$ cat src/rtl/shifter_core_pkg.sv
// ----------------------------------------------------------------------------
// shifter_pkg
// Shared types and constants for the RV32 execute-stage barrel shifter.
//   XLEN         : default datapath width
//   shift_type_e : shift operation encoding as delivered by the decoder
// ----------------------------------------------------------------------------
package shifter_pkg;

    localparam int unsigned XLEN = 32;

    typedef enum logic [1:0] {
        SHIFT_SLL = 2'b00,
        SHIFT_SRL = 2'b01,
        SHIFT_SRA = 2'b10,
        SHIFT_ROR = 2'b11
    } shift_type_e;

endpackage

$ cat src/rtl/shifter_core_if.sv
// ----------------------------------------------------------------------------
// shifter_core_if
// Operand/result bundle between the decoder/execute stage and the shifter.
//   in_valid  : operands valid this cycle
//   type_     : shift type (shift_type_e encoding)
//   in        : operand to be shifted
//   shift     : unsigned shift amount, 0..XLEN-1
//   out       : registered result
//   out_valid : out holds a valid result
// master = issuing side, slave = shifter.
// ----------------------------------------------------------------------------
interface shifter_core_if #(
    parameter int unsigned XLEN = shifter_pkg::XLEN
) ();

    localparam int unsigned SHAMT_W = $clog2(XLEN);

    logic               in_valid;
    logic [1:0]         type_;
    logic [XLEN-1:0]    in;
    logic [SHAMT_W-1:0] shift;
    logic [XLEN-1:0]    out;
    logic               out_valid;

    modport master (
        output in_valid, type_, in, shift,
        input  out, out_valid
    );

    modport slave (
        input  in_valid, type_, in, shift,
        output out, out_valid
    );

endinterface

$ cat src/rtl/shifter_core_stage.sv
// ----------------------------------------------------------------------------
// shifter_stage
// One stage of the right-shifting barrel network.
//   data_i : stage input data
//   fill_i : source of the bits entering at the MSB end; its low DIST bits
//            are used (zeros, replicated sign, or data_i itself to rotate)
//   en_i   : shift by DIST when set, pass through otherwise
//   data_o : stage output
// ----------------------------------------------------------------------------
module shifter_stage #(
    parameter int unsigned XLEN = 32,
    parameter int unsigned DIST = 1
) (
    input  logic [XLEN-1:0] data_i,
    input  logic [XLEN-1:0] fill_i,
    input  logic            en_i,
    output logic [XLEN-1:0] data_o
);

    always_comb begin
        data_o = data_i;
        if (en_i) begin
            data_o = {fill_i[DIST-1:0], data_i[XLEN-1:DIST]};
        end
    end

endmodule

$ cat src/rtl/shifter_core.sv
// ----------------------------------------------------------------------------
// shifter_core
// Barrel shifter (SLL/SRL/SRA/ROR) with one registered output stage.
//   clk : system clock
//   rst : asynchronous active-high reset, clears out/out_valid immediately
//   bus : shifter_core_if.slave (in_valid, type_, in, shift -> out, out_valid)
// Latency is exactly one cycle; a new operation may be issued every cycle.
// out is reloaded every cycle, so consumers must qualify it with out_valid.
// ----------------------------------------------------------------------------
module shifter_core
    import shifter_pkg::*;
#(
    parameter int unsigned XLEN    = shifter_pkg::XLEN,
    parameter int unsigned SHAMT_W = $clog2(XLEN)
) (
    input  logic          clk,
    input  logic          rst,
    shifter_core_if.slave bus
);

    shift_type_e sh_type;
    assign sh_type = shift_type_e'(bus.type_);

    logic [XLEN-1:0]              in_rev;
    logic [XLEN-1:0]              res_rev;
    logic [XLEN-1:0]              res;
    logic [SHAMT_W:0][XLEN-1:0]   stage_data;
    logic [SHAMT_W-1:0][XLEN-1:0] stage_fill;
    logic [XLEN-1:0]              sign_fill;

    // SLL reuses the right-shift network: reverse, shift right with zero fill,
    // reverse back.
    for (genvar i = 0; i < XLEN; i++) begin : g_rev
        assign in_rev[i]  = bus.in[XLEN-1-i];
        assign res_rev[i] = stage_data[SHAMT_W][XLEN-1-i];
    end

    assign sign_fill     = {XLEN{bus.in[XLEN-1]}};
    assign stage_data[0] = (sh_type == SHIFT_SLL) ? in_rev : bus.in;

    for (genvar k = 0; k < SHAMT_W; k++) begin : g_stage
        // ROR feeds the stage its own input so the bits shifted out re-enter
        // at the top; SRA feeds the original sign bit, which never changes.
        assign stage_fill[k] = (sh_type == SHIFT_ROR) ? stage_data[k] :
                               (sh_type == SHIFT_SRA) ? sign_fill     : '0;

        shifter_stage #(
            .XLEN (XLEN),
            .DIST (2 ** k)
        ) u_stage (
            .data_i (stage_data[k]),
            .fill_i (stage_fill[k]),
            .en_i   (bus.shift[k]),
            .data_o (stage_data[k+1])
        );
    end

    assign res = (sh_type == SHIFT_SLL) ? res_rev : stage_data[SHAMT_W];

    logic [XLEN-1:0] out_d, out_q;
    logic            out_valid_d, out_valid_q;

    assign out_d       = res;
    assign out_valid_d = bus.in_valid;

    always_ff @(posedge clk or posedge rst) begin
        if (rst) begin
            out_q       <= '0;
            out_valid_q <= 1'b0;
        end else begin
            out_q       <= out_d;
            out_valid_q <= out_valid_d;
        end
    end

    assign bus.out       = out_q;
    assign bus.out_valid = out_valid_q;

endmodule

$ cat src/flat_wrapper.sv
// flat-port wrapper written by rule: the top's interface ports become plain ports
module shifter_core_flat import shifter_pkg::*;
#(
    parameter int unsigned XLEN    = shifter_pkg::XLEN,
    parameter int unsigned SHAMT_W = $clog2(XLEN)
)
  (clk, rst, bus_in_valid, bus_type_, bus_in, bus_shift, bus_out, bus_out_valid);
  shifter_core_if #(.XLEN(XLEN)) bus_i ();
  input  logic clk;
  input  logic rst;
  input wire logic [$bits(bus_i.in_valid)-1:0] bus_in_valid;
  input wire logic [$bits(bus_i.type_)-1:0] bus_type_;
  input wire logic [$bits(bus_i.in)-1:0] bus_in;
  input wire logic [$bits(bus_i.shift)-1:0] bus_shift;
  output wire logic [$bits(bus_i.out)-1:0] bus_out;
  output wire logic [$bits(bus_i.out_valid)-1:0] bus_out_valid;
  assign bus_i.in_valid = bus_in_valid;
  assign bus_i.type_ = bus_type_;
  assign bus_i.in = bus_in;
  assign bus_i.shift = bus_shift;
  assign bus_out = bus_i.out;
  assign bus_out_valid = bus_i.out_valid;
  shifter_core #(.XLEN(XLEN), .SHAMT_W(SHAMT_W)) u_core (.clk(clk), .rst(rst), .bus(bus_i));
endmodule
$ cat config.mk
export PLATFORM = sky130hd
export DESIGN_NAME = shifter_core_flat
export DESIGN_NICKNAME = d
export VERILOG_FILES = /design/src/rtl/shifter_core_pkg.sv /design/src/rtl/shifter_core_if.sv /design/src/rtl/shifter_core_stage.sv /design/src/rtl/shifter_core.sv /design/src/flat_wrapper.sv
export SDC_FILE = /design/constraint.sdc
export NUM_CORES = 1
export LEC_CHECK = 0
export ABC_AREA = 1
export BUFFER_PORTS_ARGS = -buffer_cell sky130_fd_sc_hd__buf_2
export CAP_MARGIN = 20
export CORE_MARGIN = 5
export CORE_UTILIZATION = 35
export DETAILED_ROUTE_END_ITERATION = 8
export SLEW_MARGIN = 10
export SYNTH_ARGS = -nofsm -noshare
export SYNTH_HDL_FRONTEND = slang
export SYNTH_SLANG_ARGS = --single-unit
$ cat constraint.sdc
create_clock -name clk -period 1.6 [get_ports clk]
set_input_delay 0.48 -clock clk [delete_from_list [all_inputs] [get_ports clk]]
set_output_delay 0.48 -clock clk [all_outputs]
set_load 0.05 [all_outputs]
==> impl_metrics.toml, run 1 <==
[route]
firstDrtPassIters = 5
vias = 5092
ant_nets = 0
wire_per_inst_um = 14.5
drc_errors = 0
viasPerCell = 5.36
postRouteWirelength_mm = 13.8
drt_iter0_markers = 383

[cells_and_area]
multi_input_area_mm2 = 0.00289
final_cells = 950
drive_gt1_share_pct = 20.1
syn2layout_area_growth_pct = 26.4
layout_commonest_cell = "nand3_1"
nFillCells = 1214
regArea_um2 = 826
finalNetCount = 852
insertedDiodeCount = 0
final_cell_mix = "nand3_1, nand2_1, buf_2, inv_1, buf_4"

[synthesis]
synth.area.mux_share_pct = 0
synth_compound_area_share_pct = 0
yosysWarnings = 0
avgSynthCellArea_um2 = 5.40
synth_adder_area_share_pct = 0
synthesis.area_mm2 = 0.00396
synth-xor-area-share_pct = 0
synth_top_family_by_area = "simple AND/OR/NAND/NOR gates"
synth_cell_types = 15
ys_seq_elements = 33
synthSimpleGateAreaFrac_pct = 68.5
syn_inst = 734
synth_nets = 776
yosysSeqAreaShare_pct = 20.8

[pwr]
p_comb_share_pct = 50.4
seqPwrFrac_pct = 25.8
powerDensity_mw_per_mm2 = 755
p_int_mw = 2.12
switching_share_pct = 44.0
clkPwrFrac_pct = 23.8
ir_drop_uv = 563
p_switching_mw = 1.66
leakage_nw = 2.80

[grt]
grt_max_degree = 39
grt_pass1_wl_mm = 22.8
grt.total_usage_pct = 20.9
grt.overflow.total = 0
grt_pass1_vias = 4810
antenna_found_initial = 0

[clock_tree]
cts_made_buffers = 5
clock-sinks = 33
cts_hold_buf = 0
cts_tree = "yes"
clock_path_buffers = 2
cts_setup_buffers = 0
cts_max_level = 2
root_buffer = "clkbuf_16"
clk_pin_slew_ps = 50

[timing]
drv_slew = 0
fin_ws_ps = -143
period_minus_slack_ps = 1740
fin_hold_ws_ps = 276
tightestPinTransition_ps = 392
fmaxAchievable_mhz = 574
rsz0062_at_grt = "true"
finalSetupViolCount = 32
finalCritPeriodShare_pct = 109
maxSlewHeadroom_pct = 73.9
hold_viol_final = 0

[critical_path]
critPathKind = "input pin to flop"
critPathLaunch = "bus_type_[1]"
cp_data_arrival_time_ps = 1900
cp_cell_sequence = "buf_2 -> nor2_4 -> buf_6 -> nand2_1 -> nand3_1 -> nand3_1 -> nand3_2 -> nand3_1 -> nand3_1 -> nand2_1 -> nand3_1 -> nand2_1"
cp-end-kind = "flop"
cp_num_cells = 12
slowest_delay_ps = 170
cp-endpoint = "u_core.bus.out[31]"
crit_path_max_fanout = 10
cp_slowest_cell = "nor2_4"
cp_num_buf_inv = 2
cpMostUsedCell = "nand3_1"
required_ps = 1760
start_kind = "input pin"
critical_path.top_delay_family = "simple AND/OR/NAND/NOR gates"

[run_status]
status = "finished, violations left"
violations = "negative setup slack"

[worst_hold_path]
hp-class = "input pin to asynchronous set/reset pin"

[place]
dp_cells = 942
place_congestion = 0.968
port_buffers = 74
dpl.hpwl_mm = 11.1
pre_cts_slack_ps = -521

[die]
initial_utilization_pct = 36.1
ios = 75
rows = 38
die-area_mm2 = 0.0135
fp.dieW_um = 116
core_area_mm2 = 0.0110
die_h_um = 116

[flow_run]
drv_cap = 0
==> flip-flops by register name, summed over array words and instances, names as in the netlist <==
| signal | flops |
|---|---|
| u_core.bus.out | 32 |
| u_core.bus.out_valid | 1 |
==> worst min path at each step <==
stage                       startpoint  cells after the start                   end  slack [ps]
final                              rst                      3  u_core.bus.out_valid         280
after CTS                          rst                      3  u_core.bus.out_valid         290
after global placement             rst                      3  u_core.bus.out_valid         580
after global routing      bus_in_valid                      1  u_core.bus.out_valid         310
after floorplan           bus_in_valid                      0  u_core.bus.out_valid         510
after detailed placement           rst                      3  u_core.bus.out_valid         580
==> per-layer routing <==
metal  wire [µm]  share of wire, %  vias to the layer above  global-route usage [%]
li1            -                 -                     2592                       -
met1        5830                42                     2289                    25.7
met2        6650                48                      180                    36.7
met3         968               7.0                       31                    4.82
met4         323               2.3                        0                    5.18
met5           0                 0                        -                       0
==> timing repair <==
action                                 CTS  global route
cloned                                   0             1
resized for setup                       18            11
endpoints found under the hold margin    0             0
setup endpoints to repair               32            32
pin swaps                                1             3
==> final cells by class <==
type | instances | share of cell area [%]
clock buffers | 7 | 2.85
well taps | 140 | 3.50
multi-input cells | 612 | 57.7
repair buffers | 118 | 16.3
inverters | 40 | 3.15
flip-flops and latches | 33 | 16.5
==> synthesized netlist by cell type <==
master,n,share of area [%]
buf_4,2,0.38
dfrtp_1,33,21
buf_6,6,1.7
nand2_4,1,0.28
buf_2,25,3.2
nand3_1,317,40
clkbuf_1,5,0.47
inv_1,37,3.5
nor2_1,4,0.38
nand2_1,286,27
buf_1,12,1.1
inv_2,3,0.28
nor2_4,1,0.28
nand2_2,1,0.16
nand3_2,1,0.25
==> per-stage QoR <==
stage / power [mW] / util (%) / instance area, µm² / TNS, ps
2_1_floorplan: 2.34 / - / 4040 / -80.1
3_3_place_gp: 2.83 / 42.9 / 4710 / -15320
3_5_place_dp: 2.83 / 42.9 / 4710 / -15730
4_1_cts: 3.79 / 45.0 / 4940 / -2700
5_1_grt: 4.07 / 45.6 / 5010 / -8610
6_report: 3.78 / 45.6 / 5010 / -3400
==> power by group through the flow <==
| stage | Clock (mW) | Combinational, mW | Sequential [mW] |
|---|---|---|---|
| 6_report | 0.900 | 1.90 | 0.975 |
| 5_1_grt | 0.978 | 2.10 | 0.986 |
| 4_1_cts | 0.929 | 1.88 | 0.977 |
| 3_5_place_dp | 0 | 1.85 | 0.988 |
| 3_3_place_gp | 0 | 1.84 | 0.989 |
| 2_1_floorplan | 0 | 0.936 | 1.40 |
==> cell families (layout without fill, tap and decap cells) <==
kind of cell / after synthesis / in the layout
buffers and inverters: 90 / 165
flip-flops: 33 / 33
AND/OR/NAND/NOR: 611 / 612
No activity file was read; power rests on OpenSTA's default activity.
==> inputs of run 2 (changes only) <==
clock period = 1.8 ns   (was 1.6 ns; I/O delays follow)
==> impl_metrics.toml, run 2 (synthesized netlist as in run 1, its figures left out) <==
[place]
dpl.hpwl_mm = 10.9
place_congestion = 0.966
port_buffers = 74
dp_cells = 935

[critical_path]
cp_data_arrival_time_ps = 2080
cp-end-kind = "flop"
start_kind = "input pin"
crit_path_max_fanout = 6
required_ps = 1960
critPathKind = "input pin to flop"

[route]
wire_per_inst_um = 18.9
wl_met3_mm = 1.37
postRouteWirelength_mm = 18.0
routed-wl-met2_mm = 9.04
vias = 5825
highest-signal-layer = "met4"
drt_iter0_markers = 552
viasPerCell = 6.13
wl_met1_mm = 6.56
ant_nets = 0
drc_errors = 0
firstDrtPassIters = 6

[timing]
drv_slew = 0
fmaxAchievable_mhz = 519
hold_viol_final = 0
fin_ws_ps = -128
finalSetupViolCount = 32
maxSlewHeadroom_pct = 60.4
rsz0062_at_grt = "true"
finalCritPeriodShare_pct = 107
period_minus_slack_ps = 1930
tightestPinTransition_ps = 594

[clock_tree]
cts_max_level = 2
clk_pin_slew_ps = 50
cts_made_buffers = 5
cts_tree = "yes"
root_buffer = "clkbuf_16"
clock_path_buffers = 2
clock-sinks = 33

[run_status]
violations = "negative setup slack"
status = "finished, violations left"

[pwr]
powerDensity_mw_per_mm2 = 577
leakage_nw = 3.37
ir_drop_uv = 509

[cells_and_area]
insertedDiodeCount = 0
nFillCells = 883
fin_util_pct = 63.1
layout_commonest_cell = "nand2_1"
finalNetCount = 853
largest_reg_flops = 32
final_cells = 951
final_cell_mix = "nand2_1, nand3_2, nand2_2, nand3_1, buf_2"
drive_gt1_share_pct = 58.0
syn2layout_area_growth_pct = 75.1

[worst_hold_path]
hp-class = "input pin to asynchronous set/reset pin"

[grt]
grt_pass1_wl_mm = 22.6
grt_pass1_vias = 4746
grt.overflow.total = 0
grt.total_usage_pct = 20.5
antenna_found_initial = 0
grt_max_degree = 39

[die]
core_area_mm2 = 0.0110
fp.dieW_um = 116
die_h_um = 116
ios = 75
rows = 38
die-area_mm2 = 0.0135
initial_utilization_pct = 36.1

[flow_run]
drv_cap = 0
run 2: power by group:
group	internal [mW]	leakage (nW)	total (mW)	switching, mW
sequential	0.842	0.395	0.865	0.0229
clock	0.542	0.0700	0.820	0.278
combinational	0.704	2.90	2.32	1.61
total	2.09	3.37	4.00	1.91
run 2: path summary, 6_finish.rpt:
check | start | end | slack, ps
worst max-delay path | bus_type_[0] | u_core.bus.out[0] | -130
worst min-delay path | rst | u_core.bus.out[15] | 340
max in group asynchronous | rst | u_core.bus.out[13] | 1160
min in group clk | bus_in_valid | u_core.bus.out_valid | 370
run 2: layout make-up:
type                       count  area, µm²  share of cell area, %
sequential                    33        826                   11.9
tap                          140        175                   2.53
clock buffer                   7        143                   2.06
inverter                      40        155                   2.24
timing repair buffer         119        875                   12.6
multi-input combinational    612       4760                   68.7
run 2: per-layer routing:
metal  global-route usage, %  vias to the layer above
li1                        -                     2619
met1                    25.9                     2758
met2                    34.7                      340
met3                    5.03                      108
met4                    6.19                        0
met5                       0                        -
run 2: worst max-delay path: stages:
cell,delay (ps)
buf_8,110
nor2_4,170
buf_6,140
clkbuf_16,150
nand2_2,70
nand3_2,130
nand3_4,120
nand3_4,130
nand2_1,90
nand2_1,120
nand3_1,140
nand3_1,110
nand2_1,60
run 2: repair_timing:
item / in CTS / in global routing
buffers inserted: 0 / 4
cloned: 0 / 5
setup endpoints to repair: 32 / 32
gates resized for setup: 2 / 442
pin swaps: 0 / 128
hold buffers: 0 / 0
run 2: metrics by stage:
| step | total power [mW] | setup slack [ps] | hold WS [ps] | instance area, µm² | TNS, ps |
|---|---|---|---|---|---|
| final | 4.00 | -128 | 343 | 6940 | -1480 |
| after global routing | 4.22 | -230 | 366 | 6940 | -3970 |
| after CTS | 3.33 | 9.27 | 361 | 4760 | 0 |
| after detailed placement | 2.49 | -371 | 648 | 4600 | -10770 |
| after global placement | 2.49 | -330 | 641 | 4600 | -9940 |
| after floorplan | 2.06 | 38.3 | 571 | 3960 | 0 |
==> inputs of run 3 (changes only) <==
ABC_AREA = 0   (was 1)
MAX_ROUTING_LAYER = met4   (was not set)
SYNTH_HIERARCHICAL = 1   (was not set)
==> impl_metrics.toml, run 3 <==
[run_status]
status = "finished, violations left"
violations = "negative setup slack"

[route]
ant_nets = 0
wire_per_inst_um = 16.3
viasPerCell = 4.80
vias = 2954
drt_iter0_markers = 101
firstDrtPassIters = 4
drc_errors = 0
postRouteWirelength_mm = 10.1

[grt]
grt_pass1_vias = 3134
busiest_layer = "met2"
grt.overflow.total = 0
grt.total_usage_pct = 12.5
antenna_found_initial = 0
grt_max_degree = 33
use_met3_pct = 1.63
use_met2_pct = 20.2
met1_usage_pct = 16.5
grt_pass1_wl_mm = 16.1

[die]
die-area_mm2 = 0.0164
initial_utilization_pct = 35.5
rows = 43
core_area_mm2 = 0.0138
ios = 75
die_h_um = 128
fp.dieW_um = 128

[cells_and_area]
final_cell_mix = "mux2_4, buf_2, dfrtp_1, a21boi_1, nand2_1"
largest_reg_flops = 32
insertedDiodeCount = 0
nFillCells = 1312
syn2layout_area_growth_pct = 17.9
fin_util_pct = 41.9
layout_commonest_cell = "mux2_4"
multi_input_area_mm2 = 0.00375
regArea_um2 = 826
drive_gt1_share_pct = 81.4
finalNetCount = 477

[pwr]
ir_drop_uv = 344
powerDensity_mw_per_mm2 = 735
leakage_nw = 2.96

[critical_path]
crit_path_max_fanout = 8
start_kind = "input pin"
critPathKind = "input pin to flop"
cp-end-kind = "flop"
cp_data_arrival_time_ps = 3190
required_ps = 1960

[synthesis]
yosysWarnings = 6
synthesis.area_mm2 = 0.00489
synth_nets = 421
syn_inst = 379
avgSynthCellArea_um2 = 12.9

[clock_tree]
clk_pin_slew_ps = 50
cts_tree = "yes"
clock_path_buffers = 2
cts_max_level = 2
clock-sinks = 33
root_buffer = "clkbuf_16"
cts_hold_buf = 0
cts_made_buffers = 5

[timing]
fin_setup_tns_ps = -38800
maxSlewHeadroom_pct = 64.7
finalCritPeriodShare_pct = 169
period_minus_slack_ps = 3040
finalSetupViolCount = 32
tightestPinTransition_ps = 530
rsz0062_at_grt = "true"
fin_ws_ps = -1240
drv_slew = 0
fmaxAchievable_mhz = 329
hold_viol_final = 0

[place]
place_congestion = 0.820
dpl.hpwl_mm = 7.76
pre_cts_slack_ps = -1540
port_buffers = 74

[flow_run]
drv_cap = 0

[worst_hold_path]
hp-class = "input pin to asynchronous set/reset pin"
-- run 3: final cells by class --
cell class | instances | area share, %
clock buffer | 7 | 2.65
clock inverter | 1 | 0.0868
inverter | 1 | 0.0651
multi-input combinational | 288 | 65.0
sequential | 33 | 14.3
tap | 180 | 3.90
timing repair buffer | 106 | 14.0
-- run 3: stage by stage --
step | cell area (µm²) | instances | hold slack (ps) | total power, mW
4_1_cts | 5660 | 614 | 95.9 | 4.23
6_report | 5770 | 616 | 102 | 4.24
3_5_place_dp | 5350 | 600 | 387 | 3.30
3_3_place_gp | 5350 | 600 | 383 | 3.26
5_1_grt | 5770 | 616 | 107 | 4.44
2_1_floorplan | 5090 | 379 | 571 | 2.93
-- run 3: report_power, final --
group / switching (mW) / internal (mW) / total [mW] / leakage (nW)
registers: 0.0344 / 0.877 / 0.912 / 0.407
logic: 1.22 / 1.24 / 2.47 / 2.47
clock network: 0.274 / 0.583 / 0.857 / 0.0799
-- run 3: worst max-delay path, stage by stage --
cell and delay (ps):
buf_8 100, nor2_8 140, buf_6 150, buf_16 140, mux2_4 310, mux2_4 270, mux2_4 290, mux2_4 280
mux2_4 280, nand2_1 60, a21boi_1 70, mux2_4 280, mux2_4 270
-- run 3: path summary, 6_finish.rpt --
kind / from / end / slack (ps) / depth (start not counted)
hold / removal: rst / u_core/bus.out_valid / 100 / 2
setup / recovery: bus_type_[0] / u_core/bus.out[31] / -1240 / 13
max in group asynchronous: rst / u_core/bus.out[13] / 1160 / 3
min in group clk: bus_in_valid / u_core/bus.out_valid / 380 / 1
-- run 3: routing by layer --
layer / vias up / share of wire [%]
met5: - / 0
met4: 0 / 0.82
met3: 6 / 4.3
met2: 77 / 48
met1: 1420 / 47
li1: 1451 / -
-- run 3: repair_timing --
item / in CTS / in global routing
gates cloned: 3 / 1
resized for setup: 17 / 24
setup endpoints to repair: 32 / 32
buffers inserted: 3 / 1
pin swaps: 5 / 4
